===== config.mk =====
export PLATFORM = sky130hd
export DESIGN_NAME = u_wb_arb
export DESIGN_NICKNAME = d
export VERILOG_FILES = /design/src/rtl/wb_pkg.sv /design/src/rtl/u_wb_fifo.sv /design/src/rtl/u_wb_arb.sv
export SDC_FILE = /design/constraint.sdc
export NUM_CORES = 1
export LEC_CHECK = 0
export BUFFER_PORTS_ARGS = -buffer_cell sky130_fd_sc_hd__buf_2
export CAP_MARGIN = 25
export CORE_MARGIN = 5
export CORE_UTILIZATION = 53
export DETAILED_ROUTE_END_ITERATION = 12
export GPL_ROUTABILITY_DRIVEN = 0
export PLACE_DENSITY = 0.81
export SETUP_SLACK_MARGIN = 0.15
export SLEW_MARGIN = 20
export SYNTH_ARGS = -nofsm -noshare
export SYNTH_HDL_FRONTEND = slang
export SYNTH_SLANG_ARGS = --single-unit

===== constraint.sdc =====
create_clock -name clk -period 3.7 [get_ports clk]
set_clock_uncertainty 0.15 [all_clocks]
set_input_delay 0.74 -clock clk [delete_from_list [all_inputs] [get_ports clk]]
set_output_delay 0.74 -clock clk [all_outputs]
set_load 0.1 [all_outputs]

===== src/rtl/wb_pkg.sv =====
`default_nettype none
// ============================================================================
// Module   : wb_pkg
// Purpose  : Shared types for the register-file write-back arbiter.
//            XLEN      - RF write data width
//            wb_req_t  - one buffered RF write {destination, data}
//            wb_src_e  - which source wins the write port in a cycle
// Revision : 1.0 - initial release
// ============================================================================
package wb_pkg;

  localparam int XLEN = 32;

  typedef struct packed {
    logic [4:0]      rd_a;
    logic [XLEN-1:0] rd_d;
  } wb_req_t;

  typedef enum logic [1:0] {
    SRC_NONE = 2'd0,
    SRC_LSU  = 2'd1,
    SRC_EXE  = 2'd2
  } wb_src_e;

endpackage : wb_pkg
`default_nettype wire


===== src/rtl/u_wb_fifo.sv =====
`default_nettype none
// ============================================================================
// Module   : u_wb_fifo
// Purpose  : DEPTH-entry FIFO of pending EXE register-file writes. Besides
//            the usual head/full/empty view it exports a per-entry valid bit
//            and destination register so the arbiter can compare every
//            buffered write against LSU and issue-side register numbers.
// Ports    : clk, rst       - clock, synchronous active-high reset
//            push_i, din_i  - enqueue (caller guarantees !full_o)
//            pop_i          - dequeue head (caller guarantees !empty_o)
//            dout_o         - head entry
//            full_o/empty_o - occupancy flags
//            ent_vld_o      - valid bit per storage slot
//            ent_rd_o       - destination register per storage slot
// Revision : 1.0 - initial release
// ============================================================================
module u_wb_fifo
  import wb_pkg::*;
#(
  parameter int DEPTH = 2
) (
  input  logic                  clk,
  input  logic                  rst,
  input  logic                  push_i,
  input  wb_req_t               din_i,
  input  logic                  pop_i,
  output wb_req_t               dout_o,
  output logic                  full_o,
  output logic                  empty_o,
  output logic [DEPTH-1:0]      ent_vld_o,
  output logic [DEPTH-1:0][4:0] ent_rd_o
);

  localparam int             PW     = $clog2(DEPTH);
  localparam logic [PW:0]    C_FULL = (PW+1)'(DEPTH);

  wb_req_t          mem_q [DEPTH];
  logic [DEPTH-1:0] vld_q;
  logic [PW-1:0]    wr_ptr_q;
  logic [PW-1:0]    rd_ptr_q;
  logic [PW:0]      cnt_q;

  // DEPTH is a power of two, so pointer increments wrap naturally.
  always_ff @(posedge clk) begin
    if (rst) begin
      vld_q    <= '0;
      wr_ptr_q <= '0;
      rd_ptr_q <= '0;
      cnt_q    <= '0;
    end else begin
      if (push_i) begin
        mem_q[wr_ptr_q] <= din_i;
        vld_q[wr_ptr_q] <= 1'b1;
        wr_ptr_q        <= wr_ptr_q + 1'b1;
      end
      // Push and pop never target the same slot: that would need the FIFO
      // to be both non-full and non-empty with equal pointers.
      if (pop_i) begin
        vld_q[rd_ptr_q] <= 1'b0;
        rd_ptr_q        <= rd_ptr_q + 1'b1;
      end
      case ({push_i, pop_i})
        2'b10:   cnt_q <= cnt_q + 1'b1;
        2'b01:   cnt_q <= cnt_q - 1'b1;
        default: cnt_q <= cnt_q;
      endcase
    end
  end

  assign dout_o    = mem_q[rd_ptr_q];
  assign full_o    = (cnt_q == C_FULL);
  assign empty_o   = (cnt_q == '0);
  assign ent_vld_o = vld_q;

  for (genvar i = 0; i < DEPTH; i++) begin : g_ent
    assign ent_rd_o[i] = mem_q[i].rd_a;
  end

endmodule : u_wb_fifo
`default_nettype wire


===== src/rtl/u_wb_arb.sv =====
`default_nettype none
// ============================================================================
// Module   : u_wb_arb
// Purpose  : Register-file write-port arbiter between EXE results (buffered
//            in a small FIFO) and LSU load returns (served directly). One
//            registered RF write per cycle; a starvation counter bounds how
//            long buffered EXE writes wait behind the LSU.
// Ports    : clk, rst                  - clock, sync active-high reset
//            exe_valid/exe_ready       - EXE write handshake
//            exe_rd_a/exe_rd_d         - EXE destination / data
//            lsu_valid/lsu_ready       - LSU write handshake (ready = grant)
//            lsu_rd_a/lsu_rd_d         - LSU destination / data
//            rs1_a/rs2_a, hazard       - issue-side buffered-write query
//            rf_rd_e/rf_rd_a/rf_rd_i   - registered RF write port
//            busy                      - FIFO non-empty or write in flight
// Notes    : XLEN must match wb_pkg::XLEN (the buffered entry type).
// Revision : 1.0 - initial release
// ============================================================================
module u_wb_arb
  import wb_pkg::*;
#(
  parameter int XLEN       = wb_pkg::XLEN,
  parameter int DEPTH      = 2,
  parameter int STARVE_MAX = 3
) (
  input  logic            clk,
  input  logic            rst,
  input  logic            exe_valid,
  output logic            exe_ready,
  input  logic [4:0]      exe_rd_a,
  input  logic [XLEN-1:0] exe_rd_d,
  input  logic            lsu_valid,
  output logic            lsu_ready,
  input  logic [4:0]      lsu_rd_a,
  input  logic [XLEN-1:0] lsu_rd_d,
  input  logic [4:0]      rs1_a,
  input  logic [4:0]      rs2_a,
  output logic            hazard,
  output logic            rf_rd_e,
  output logic [4:0]      rf_rd_a,
  output logic [XLEN-1:0] rf_rd_i,
  output logic            busy
);

  localparam int             SW           = $clog2(STARVE_MAX + 1);
  localparam logic [SW-1:0]  C_STARVE_MAX = SW'(STARVE_MAX);

  // --------------------------------------------------------------------------
  // EXE FIFO
  // --------------------------------------------------------------------------
  wb_req_t                w_push_req;
  wb_req_t                w_head;
  logic                   w_push;
  logic                   w_full;
  logic                   w_empty;
  logic [DEPTH-1:0]       w_ent_vld;
  logic [DEPTH-1:0][4:0]  w_ent_rd;
  logic                   w_grant_lsu;
  logic                   w_grant_fifo;

  assign w_push_req.rd_a = exe_rd_a;
  assign w_push_req.rd_d = exe_rd_d;

  u_wb_fifo #(
    .DEPTH (DEPTH)
  ) u_fifo (
    .clk       (clk),
    .rst       (rst),
    .push_i    (w_push),
    .din_i     (w_push_req),
    .pop_i     (w_grant_fifo),
    .dout_o    (w_head),
    .full_o    (w_full),
    .empty_o   (w_empty),
    .ent_vld_o (w_ent_vld),
    .ent_rd_o  (w_ent_rd)
  );

  // Ready ignores a same-cycle pop so the push decision never depends on
  // the grant path.
  assign exe_ready = !rst && !w_full;
  assign w_push    = exe_valid && exe_ready;

  // --------------------------------------------------------------------------
  // Buffered-write compares (LSU WAW block and issue hazard)
  // --------------------------------------------------------------------------
  logic w_lsu_hit;
  logic w_rs1_hit;
  logic w_rs2_hit;
  logic w_lsu_blk;

  always_comb begin
    w_lsu_hit = 1'b0;
    w_rs1_hit = 1'b0;
    w_rs2_hit = 1'b0;
    for (int i = 0; i < DEPTH; i++) begin
      if (w_ent_vld[i] && (w_ent_rd[i] == lsu_rd_a)) w_lsu_hit = 1'b1;
      if (w_ent_vld[i] && (w_ent_rd[i] == rs1_a))    w_rs1_hit = 1'b1;
      if (w_ent_vld[i] && (w_ent_rd[i] == rs2_a))    w_rs2_hit = 1'b1;
    end
  end

  // An LSU write to a register with an older buffered EXE write must wait,
  // otherwise the older value would land last.
  assign w_lsu_blk = (lsu_rd_a != 5'd0) && w_lsu_hit;
  assign hazard    = ((rs1_a != 5'd0) && w_rs1_hit) ||
                     ((rs2_a != 5'd0) && w_rs2_hit);

  // --------------------------------------------------------------------------
  // Grant and starvation counter
  // --------------------------------------------------------------------------
  logic [SW-1:0] starve_q;
  logic [SW-1:0] starve_d;
  wb_src_e       w_src;

  assign w_grant_lsu  = !rst && lsu_valid && !w_lsu_blk &&
                        (w_empty || (starve_q < C_STARVE_MAX));
  assign w_grant_fifo = !rst && !w_empty && !w_grant_lsu;
  assign lsu_ready    = w_grant_lsu;

  always_comb begin
    w_src = SRC_NONE;
    if (w_grant_lsu)       w_src = SRC_LSU;
    else if (w_grant_fifo) w_src = SRC_EXE;
  end

  // Only LSU grants taken while EXE work is waiting count as starvation.
  always_comb begin
    starve_d = starve_q;
    if (w_empty || w_grant_fifo)
      starve_d = '0;
    else if (w_grant_lsu && (starve_q < C_STARVE_MAX))
      starve_d = starve_q + 1'b1;
  end

  always_ff @(posedge clk) begin
    if (rst) starve_q <= '0;
    else     starve_q <= starve_d;
  end

  // --------------------------------------------------------------------------
  // Registered RF write port
  // --------------------------------------------------------------------------
  logic            rf_e_q, rf_e_d;
  logic [4:0]      rf_a_q, rf_a_d;
  logic [XLEN-1:0] rf_d_q, rf_d_d;

  // Writes to x0 are consumed but never enable the port; address/data hold
  // whenever nothing is written.
  always_comb begin
    rf_e_d = 1'b0;
    rf_a_d = rf_a_q;
    rf_d_d = rf_d_q;
    case (w_src)
      SRC_LSU: begin
        if (lsu_rd_a != 5'd0) begin
          rf_e_d = 1'b1;
          rf_a_d = lsu_rd_a;
          rf_d_d = lsu_rd_d;
        end
      end
      SRC_EXE: begin
        if (w_head.rd_a != 5'd0) begin
          rf_e_d = 1'b1;
          rf_a_d = w_head.rd_a;
          rf_d_d = w_head.rd_d;
        end
      end
      default: ;
    endcase
  end

  always_ff @(posedge clk) begin
    if (rst) begin
      rf_e_q <= 1'b0;
      rf_a_q <= '0;
      rf_d_q <= '0;
    end else begin
      rf_e_q <= rf_e_d;
      rf_a_q <= rf_a_d;
      rf_d_q <= rf_d_d;
    end
  end

  assign rf_rd_e = rf_e_q;
  assign rf_rd_a = rf_a_q;
  assign rf_rd_i = rf_d_q;
  assign busy    = !w_empty || rf_e_q;

endmodule : u_wb_arb
`default_nettype wire


==> reports/qor.csv, run 1 <==
metric,value,unit
CP endpoint kind,primary output,
Slew @ Worst Pin,742.9,ps
clk sink count,121,
critical path class,reg2out,
TritonCTS clock tree,yes,
"top cells by count, synth","edfxtp_1 (74), mux2i_1 (70), dfxtp_1 (47)",
"Endpoint, Worst Hold",u_fifo.mem_q[0][18],
reg2reg setup slack,1160,ps
hold path depth,1,
Leak,2.764,nW
"Cell Chain, Critical Path","xor2_1, nor4_1, and3_1, a31oi_1, o22ai_2, buf_2",
area grow syn2layout,25.76,%
Reg2Reg Capture Point,rf_rd_i[16],
cts bufs inserted,17,
CORE AREA,9819,sq um
Peak VDD IR,0.0006130,V
grt total ovfl,0,
max-slew violations,0,
root buffer cell,clkbuf_8,
"Cell Area, Placed",6152,sq um
Pre-Repair DR Iteration Count,4,
clock latency on the worst-skew pair,490,ps
WL final,11480,um
ANT nets after route,0,
clock power share,0.332,
cts repair resizes,0,
I/O Buffers,129,
"slowest stage delay, CP",510,ps
Synth cell types,38,
largest net degree at the start of global routing,39,
pwr dens,696.4,nW/um^2
max cap viols,0,
# IOs,130,
Synth top area share,0.4159,
internal power,2.910,mW
utilization after layout,0.6843,
R2R cell count,7,
vias in the first global route,3803,
share of cells above drive strength 1,0.3974,
setup ws final,484.3,ps
Die Area,12190,sq um
Buf/Inv on CP,1,
FMAX,0.3110,GHz
Mapped Cells,383,
NetSw,1.769,mW
CTS Buffer Depth,2,
setup violators final,0,
"Seq/Total Area, Yosys",0.5920,
Post-synth ARST share,0,
most frequent cell after synthesis,edfxtp_1,
Rows,36,
status,"complete, no violations",
final hold vios,0,
Die Height,110.4,um
Post-CTS Setup Repair Bufs,0,
nets@finish,613,
syn_area_per_cell,13.95,sq um
DRC viols,0,
synthesized flop and latch total,121,
GRT Total Usage,0.1888,
die width,110.4,um
DP HPWL,7910,um
first-pass GRT wire length,18660,um
H-tree depth,4,
minimum clock period,3216,ps
"Period Utilization, post-route",0.8691,
worst hold-check path type,in2reg,
Clock transition at path regs,60,ps
headroom to the max-slew limit,0.5047,
RSZ-0062 raised after global routing,false,
logic gate share of total power,0.309,
antenna cells,0,
worst r2r src,u_fifo.mem_q[1][36],
Hold Buf Count CTS,0,
Crit path max-delay family,flip-flops,
initial antenna violation count,1,
Worst EP required,2810,ps
initial DRC count,141,
hold wc startpoint,exe_rd_d[18],
pre-CTS setup slack,680.2,ps
per-cell routed wire length,17.16,um
Synth area leaders,"edfxtp_1 (42%), dfxtp_1 (18%), mux2i_1 (13%)",
worst-path fanout max,5,
Mapped Area,5343,sq um
critical path arrival,2330,ps
routed vias,3545,
Sw Ratio,0.3780,
Yosys top cell by area,edfxtp_1,
ys flop type,edfxtp_1,
Crit-path slowest cell,edfxtp_1,
CP startpoint kind,register,
register share of total power,0.359,
syn nets,473,
Initial Utilization,0.5441,
vias per cell,5.299,
setup TNS,0,ps
post-route cell area,6719,sq um
synth warn,0,
number of flops mapped to enable cells by yosys,74,
## metrics by stage
| step | cells | power, mW | hold WS, ps |
|---|---|---|---|
| 2_1_floorplan | 383 | 2.896 | 308.4 |
| 3_3_place_gp | 637 | 3.126 | 308.2 |
| 3_5_place_dp | 637 | 3.157 | 311.9 |
| 4_1_cts | 669 | 4.717 | 255.3 |
| 5_1_grt | 669 | 4.859 | 249.0 |
| 6_report | 669 | 4.679 | 279.7 |
## worst max-delay path by stage
| stage | from | to | slack [ps] | cells past startpoint |
|---|---|---|---|---|
| global route | u_fifo.mem_q[1][36] | hazard | 340 | 6 |
| detailed placement | rs1_a[3] | hazard | 680 | 7 |
| CTS | u_fifo.mem_q[1][36] | hazard | 450 | 6 |
| global placement | rs1_a[3] | hazard | 730 | 7 |
| floorplan | rst | u_fifo.mem_q[1][0] | 250 | 3 |
| finish | u_fifo.mem_q[1][36] | hazard | 480 | 6 |
## metal layers
metal | vias up | global-route usage | routed length (um)
li1 | 1683 | - | -
met1 | 1738 | 0.2243 | 4752
met2 | 106 | 0.3244 | 5872
met3 | 16 | 0.06236 | 706
met4 | 2 | 0.05829 | 138
met5 | - | 0 | 11
## layout by cell type (no fill, tap or decap), types with 3 or more instances in the layout
cell,n
nor3_1,4
mux2i_1,70
xor2_1,23
xnor2_1,12
inv_6,3
mux2_2,37
dfxtp_1,46
nor4_1,6
buf_2,128
nor2_1,13
a22oi_1,5
buf_4,8
clkinv_4,3
edfxtp_1,74
clkbuf_16,16
nand2_1,4
clkinvlp_4,3
a31oi_1,3
nand2b_1,37
or4_1,3
## final cells by class
type,instances,area (sq um)
Timing Repair Buffer,138,740.7
Multi-Input combinational cell,242,2069
Sequential cell,121,3164
Inverter,3,11.26
Clock buffer,19,421.7
Clock inverter,13,145.1
Tap cell,133,166.4
Fill cell,757,3100
## flip-flops by register name (all words and copies together), names as in the netlist, named ones only
signal and flops:
starve_q 2, rf_rd_a 5, u_fifo.rd_ptr_q 1, u_fifo.cnt_q 2, u_fifo.wr_ptr_q 1, rf_rd_i 32, u_fifo.mem_q 74, rf_rd_e 1
u_fifo.ent_vld_o 2
## worst register-to-register path: stages, from the launching register on
cell and delay [ps]:
edfxtp_1 510, xor2_1 190, nor4_1 370, a31oi_1 230
a21boi_4 210, buf_4 360, mux2i_1 280, mux2i_1 100
## cells by family after synthesis
| kind of cell | count (synthesis) | synth area share |
|---|---|---|
| simple gates | 78 | 0.08337 |
| mux | 107 | 0.2091 |
| buf+inv | 20 | 0.02552 |
| fa+ha+maj | 2 | 0.004683 |
| compound gates | 20 | 0.02787 |
| xor+xnor | 35 | 0.05738 |
| flops | 121 | 0.5920 |
## power groups by stage
stage / registers [mW] / clock network (mW) / logic, mW
finish: 1.68 / 1.55 / 1.45
global route: 1.69 / 1.65 / 1.51
CTS: 1.68 / 1.58 / 1.46
detailed placement: 1.70 / 0 / 1.45
global placement: 1.69 / 0 / 1.43
floorplan: 2.40 / 0 / 0.492
(Power assumes the default switching activity.)
==> run 2: changes to the inputs <==
--- a/config.mk
+++ b/config.mk
@@ -12,6 +12,7 @@
 export DETAILED_ROUTE_END_ITERATION = 12
 export GPL_ROUTABILITY_DRIVEN = 0
 export PLACE_DENSITY = 0.81
+export REMOVE_ABC_BUFFERS = 1
 export SETUP_SLACK_MARGIN = 0.15
 export SLEW_MARGIN = 20
 export SYNTH_ARGS = -nofsm -noshare
==> reports/qor.csv, run 2 (synthesized netlist as in run 1, its figures left out) <==
metric,value,unit,change
status,"complete, no violations",,
# IOs,130,,unchanged
final hold vios,0,,unchanged
share of cells above drive strength 1,0.3974,,unchanged
Post-CTS Setup Repair Bufs,0,,unchanged
clk sink count,121,,unchanged
Clock transition at path regs,60,ps,about the same
first-pass GRT wire length,18610,um,-0.26%
max cap viols,0,,unchanged
max-slew violations,0,,unchanged
internal power,2.849,mW,-2.1%
worst-path fanout max,4,,-1
Die Area,12190,sq um,unchanged
Finished Layout Cells,669,,unchanged
register share of total power,0.365,,+0.006
DP HPWL,8083,um,+2.2%
Hold Buf Count CTS,0,,unchanged
per-cell routed wire length,17.05,um,-0.66%
critical path class,reg2out,,
hold wc startpoint,exe_rd_d[30],,
minimum clock period,3235,ps,+19.72 ps
GRT Total Usage,0.1903,,+0.001517
Reg2Reg Capture Point,rf_rd_i[22],,
CP endpoint kind,primary output,,
grt total ovfl,0,,unchanged
hold_ws,275.6,ps,-4.036 ps
initial antenna violation count,0,,-1
H-tree depth,4,,unchanged
clock power share,0.323,,-0.009
setup TNS,0,ps,unchanged
routed vias,3494,,-1.4%
cts bufs inserted,17,,unchanged
clock latency on the worst-skew pair,500,ps,about the same
largest net degree at the start of global routing,47,,+21%
hold path depth,1,,unchanged
die width,110.4,um,unchanged
Sw Ratio,0.3817,,+0.003707
Peak VDD IR,0.0004636,V,-24%
"commonest non-fill, non-tap cell in the layout",buf_2,,
Initial Utilization,0.5441,,unchanged
R2R cell count,7,,unchanged
logic gate share of total power,0.312,,+0.003
Pre-Repair DR Iteration Count,4,,unchanged
cts repair resizes,0,,unchanged
Largest register FFs,74,,unchanged
Worst EP required,2810,ps,about the same
Reg with most FFs,u_fifo.mem_q,,
"Endpoint, Worst Hold",u_fifo.mem_q[1][30],,
reg2reg setup slack,1200,ps,+40 ps
vias per cell,5.223,,-1.4%
vias in the first global route,3880,,+2.0%
Die Height,110.4,um,unchanged
antenna cells,0,,unchanged
RSZ-0062 raised after global routing,false,,
WL final,11410,um,-0.66%
critical path arrival,2350,ps,+20 ps
ANT nets after route,0,,unchanged
Leak,2.745,nW,-0.69%
nets@finish,613,,unchanged
CTS Buffer Depth,2,,unchanged
headroom to the max-slew limit,0.5933,,+0.08858
CP startpoint kind,register,,
TritonCTS clock tree,yes,,
NetSw,1.759,mW,-0.56%
CORE AREA,9819,sq um,unchanged
dpl cells,637,,unchanged
worst hold-check path type,in2reg,,
I/O Buffers,129,,unchanged
worst r2r src,u_fifo.mem_q[0][33],,
DRC viols,0,,unchanged
"leading cell types in the layout, fill and taps excluded","buf_2 (129), edfxtp_1 (74), mux2i_1 (70)",,
Slew @ Worst Pin,610.1,ps,-132.9 ps
initial DRC count,179,,+27%
pwr dens,691.0,nW/um^2,-0.78%
setup violators final,0,,unchanged
root buffer cell,clkbuf_8,,
Rows,36,,unchanged
area grow syn2layout,24.82,%,
FMAX,0.3091,GHz,-0.61%
"Period Utilization, post-route",0.8744,,+0.005330
==> run 2: cell count changes in the layout (fill, tap and decap cells not counted), sizes merged <==
cell,delta
clkinvlp,+2
inv,-2
bufinv,-1
clkbuf,-1
clkinv,+2
==> run 2: per-layer routing <==
layer	vias to the layer above	wire length, um	part of all wire	global-route usage
met5	-	0	0	0
met3	9	775	0.068	0.06838
met1	1700	4791	0.42	0.2243
li1	1679	-	-	-
met2	106	5763	0.51	0.3240
met4	0	74	0.0065	0.06076
==> run 2: layout make-up <==
type | instances | area, sq um
clock buffer | 18 | 427.9
clock inverter | 14 | 126.4
fill | 740 | 3151
inverter | 3 | 11.26
multi-input combinational | 242 | 2059
sequential | 121 | 3164
tap | 133 | 166.4
timing repair buffer | 138 | 713.2
==> run 2: critical path: stages, from the launching register on <==
cell and delay [ps]:
dfxtp_1 320, ha_1 250, o21ai_0 90, nand3b_1 210, a31oi_1 350, nand2_1 140
inv_1 70, buf_2 410
==> run 2: power by group through the flow <==
stage          Sequential, mW  Clock (mW)  Combinational (mW)
4_1_cts                  1.68        1.52                1.45
5_1_grt                  1.70        1.59                1.51
3_3_place_gp             1.70           0                1.42
6_report                 1.68        1.49                1.44
2_1_floorplan            2.42           0               0.441
3_5_place_dp             1.71           0                1.45
==> run 2: worst max-delay path by stage <==
stage	startpoint	endpoint	slack, ps	cells past startpoint
finish	starve_q[0]	lsu_ready	460	7
global route	starve_q[0]	lsu_ready	280	7
CTS	starve_q[0]	lsu_ready	420	7
detailed placement	lsu_rd_a[4]	lsu_ready	610	7
global placement	lsu_rd_a[4]	lsu_ready	700	7
floorplan	rst	u_fifo.mem_q[0][0]	-1150	3
==> run 2: stage by stage <==
step                setup slack, ps  instance area [sq um]  utilization  power, mW
floorplan                     -1152                   5218            -      2.864
global placement              703.1                   6115       0.6227      3.117
detailed placement            605.1                   6115       0.6227      3.153
CTS                           420.2                   6669       0.6792      4.647
global route                  280.9                   6669       0.6792      4.794
finish                        464.6                   6669       0.6792      4.608
==> run 3: changes to the inputs <==
--- a/config.mk
+++ b/config.mk
@@ -8,10 +8,11 @@
 export BUFFER_PORTS_ARGS = -buffer_cell sky130_fd_sc_hd__buf_2
 export CAP_MARGIN = 25
 export CORE_MARGIN = 5
-export CORE_UTILIZATION = 53
+export CORE_UTILIZATION = 55
+export CTS_BUF_LIST = sky130_fd_sc_hd__clkbuf_4 sky130_fd_sc_hd__clkbuf_8
 export DETAILED_ROUTE_END_ITERATION = 12
 export GPL_ROUTABILITY_DRIVEN = 0
-export PLACE_DENSITY = 0.81
+export PLACE_DENSITY = 0.84
 export REMOVE_ABC_BUFFERS = 1
 export SETUP_SLACK_MARGIN = 0.15
 export SLEW_MARGIN = 20
==> reports/qor.csv, run 3 (synthesized netlist as in run 1, its figures left out) <==
metric,value,unit,change
vias in the first global route,3713,,-4.3%
Clock transition at path regs,70,ps,about the same
FMAX,0.3071,GHz,-0.65%
"leading cell types in the layout, fill and taps excluded","buf_2 (129), edfxtp_1 (74), mux2i_1 (70)",,
RSZ-0062 raised after global routing,false,,
Leak,2.690,nW,-2.0%
WL final,11350,um,-0.46%
register share of total power,0.390,,+0.025
CP startpoint kind,register,,
critical path arrival,2370,ps,+20 ps
worst-path fanout max,4,,unchanged
grt total ovfl,0,,unchanged
pre-CTS setup slack,585.0,ps,-20.13 ps
Layout fillers,744,,+0.54%
area grow syn2layout,22.32,%,
first-pass GRT wire length,17890,um,-3.9%
critical path class,reg2out,,
largest net degree at the start of global routing,47,,unchanged
CORE AREA,9639,sq um,-1.8%
clock latency on the worst-skew pair,420,ps,-80 ps
# IOs,130,,unchanged
Slew @ Worst Pin,515.2,ps,-94.92 ps
Die Height,108.6,um,-1.7%
"slowest stage delay, CP",420,ps,about the same
setup ws final,443.4,ps,-21.24 ps
antenna cells,0,,unchanged
max-slew violations,0,,unchanged
TritonCTS clock tree,yes,,
Die Area,11790,sq um,-3.3%
logic gate share of total power,0.336,,+0.024
H-tree depth,4,,unchanged
clock power share,0.274,,-0.049
setup violators final,0,,unchanged
ANT nets after route,0,,unchanged
GRT Total Usage,0.1999,,+0.009579
routing usage on met2,0.3350,,+0.01092
Initial Utilization,0.5543,,+0.01017
GRT met3 Usage,0.06328,,-0.005097
initial antenna violation count,0,,unchanged
CTS Buffer Depth,2,,unchanged
vias per cell,5.275,,+1.0%
per-cell routed wire length,16.99,um,-0.32%
DP HPWL,7965,um,-1.5%
Pwr Total,4.294,mW,-6.8%
DRC viols,0,,unchanged
clk sink count,121,,unchanged
worst hold-check path type,reg2reg,,
cts repair resizes,0,,unchanged
Largest register FFs,74,,unchanged
Peak VDD IR,0.0004289,V,-7.5%
dpl cells,636,,-0.16%
"Period Utilization, post-route",0.8802,,+0.005740
Hold Buf Count CTS,0,,unchanged
internal power,2.584,mW,-9.3%
"Cell Chain, Critical Path","ha_1, o21ai_0, nand3b_1, a31oi_1, nand2_1, inv_1, buf_2",,
headroom to the max-slew limit,0.6566,,+0.06328
root buffer cell,clkbuf_8,,
Post-CTS Setup Repair Bufs,0,,unchanged
max cap viols,0,,unchanged
Crit-path slowest cell,buf_2,,
CP endpoint kind,primary output,,
status,"complete, no violations",,
Worst EP required,2810,ps,about the same
Sw Ratio,0.3983,,+0.01658
share of cells above drive strength 1,0.3944,,-0.002996
final hold vios,0,,unchanged
NetSw,1.710,mW,-2.8%
initial DRC count,118,,-34%
"commonest non-fill, non-tap cell in the layout",buf_2,,
Finished Layout Cells,668,,-0.15%
GR Util met1,0.2444,,+0.02008
GRT Max-Usage Layer,met2,,
cts bufs inserted,17,,unchanged
routed vias,3524,,+0.86%
nets@finish,612,,-0.16%
I/O Buffers,129,,unchanged
pwr dens,657.1,nW/um^2,-4.9%
Rows,36,,unchanged
die width,108.6,um,-1.7%
Pre-Repair DR Iteration Count,4,,unchanged
minimum clock period,3257,ps,+21.24 ps
Reg with most FFs,u_fifo.mem_q,,
## run 3: cell types whose count changed in the layout (fill, tap and decap cells not counted)
| cell | before | now |
|---|---|---|
| bufinv_16 | 1 | 2 |
| clkinv_1 | 0 | 1 |
| clkbuf_8 | 2 | 19 |
| buf_12 | 0 | 2 |
| clkbuf_16 | 16 | 0 |
| clkinvlp_4 | 5 | 2 |
| buf_4 | 9 | 6 |
| clkinv_2 | 3 | 2 |
| inv_6 | 1 | 4 |
| clkinv_4 | 4 | 2 |
## run 3: path summary, 6_finish.rpt
kind / from / endpoint / slack [ps] / cells after the start
max: starve_q[0] / lsu_ready / 440 / 7
min: rf_rd_i[30] / rf_rd_i[30] / 330 / 2
max reg2reg: u_fifo.mem_q[1][35] / rf_rd_i[17] / 1140 / 7
min reg2reg: rf_rd_i[30] / rf_rd_i[30] / 330 / 2
## run 3: critical path: cells and delay by family (launching register included)
kind	cells	cell delay, ps
buffers and inverters	2	490
flip-flops	1	330
adder cells (fa/ha/maj)	1	260
AND/OR/NAND/NOR	2	380
AO/OA/AOI/OAI	2	490
## run 3: cell type report
class,count,area (sq um),area share
Clock buffer,19,261.5,0.04002
Clock inverter,13,141.4,0.02164
Inverter,3,11.26,0.001723
Multi-Input combinational cell,242,2059,0.3151
Timing Repair Buffer,137,730.7,0.1118
Tap cell,133,166.4,0.02546
Sequential cell,121,3164,0.4842
## run 3: metal layers
layer,routed length [um],up-vias
li1,-,1676
met1,4741,1721
met2,5697,111
met3,769,16
met4,144,0
met5,0,-
## run 3: per-stage QoR
| stage | utilization | hold slack (ps) | instance area, sq um | TNS, ps |
|---|---|---|---|---|
| detailed placement | 0.6362 | 311.8 | 6132 | 0 |
| finish | 0.6780 | 328.3 | 6535 | 0 |
| floorplan | - | 303.3 | 5218 | -53900 |
| CTS | 0.6780 | 326.4 | 6535 | 0 |
| global placement | 0.6362 | 307.6 | 6132 | 0 |
| global route | 0.6780 | 319.2 | 6535 | 0 |
## run 3: power by group through the flow
stage	registers (mW)	logic, mW	clock network (mW)
floorplan	2.42	0.441	0
detailed placement	1.70	1.45	0
finish	1.67	1.44	1.18
global placement	1.69	1.43	0
global route	1.69	1.51	1.27
CTS	1.67	1.45	1.20
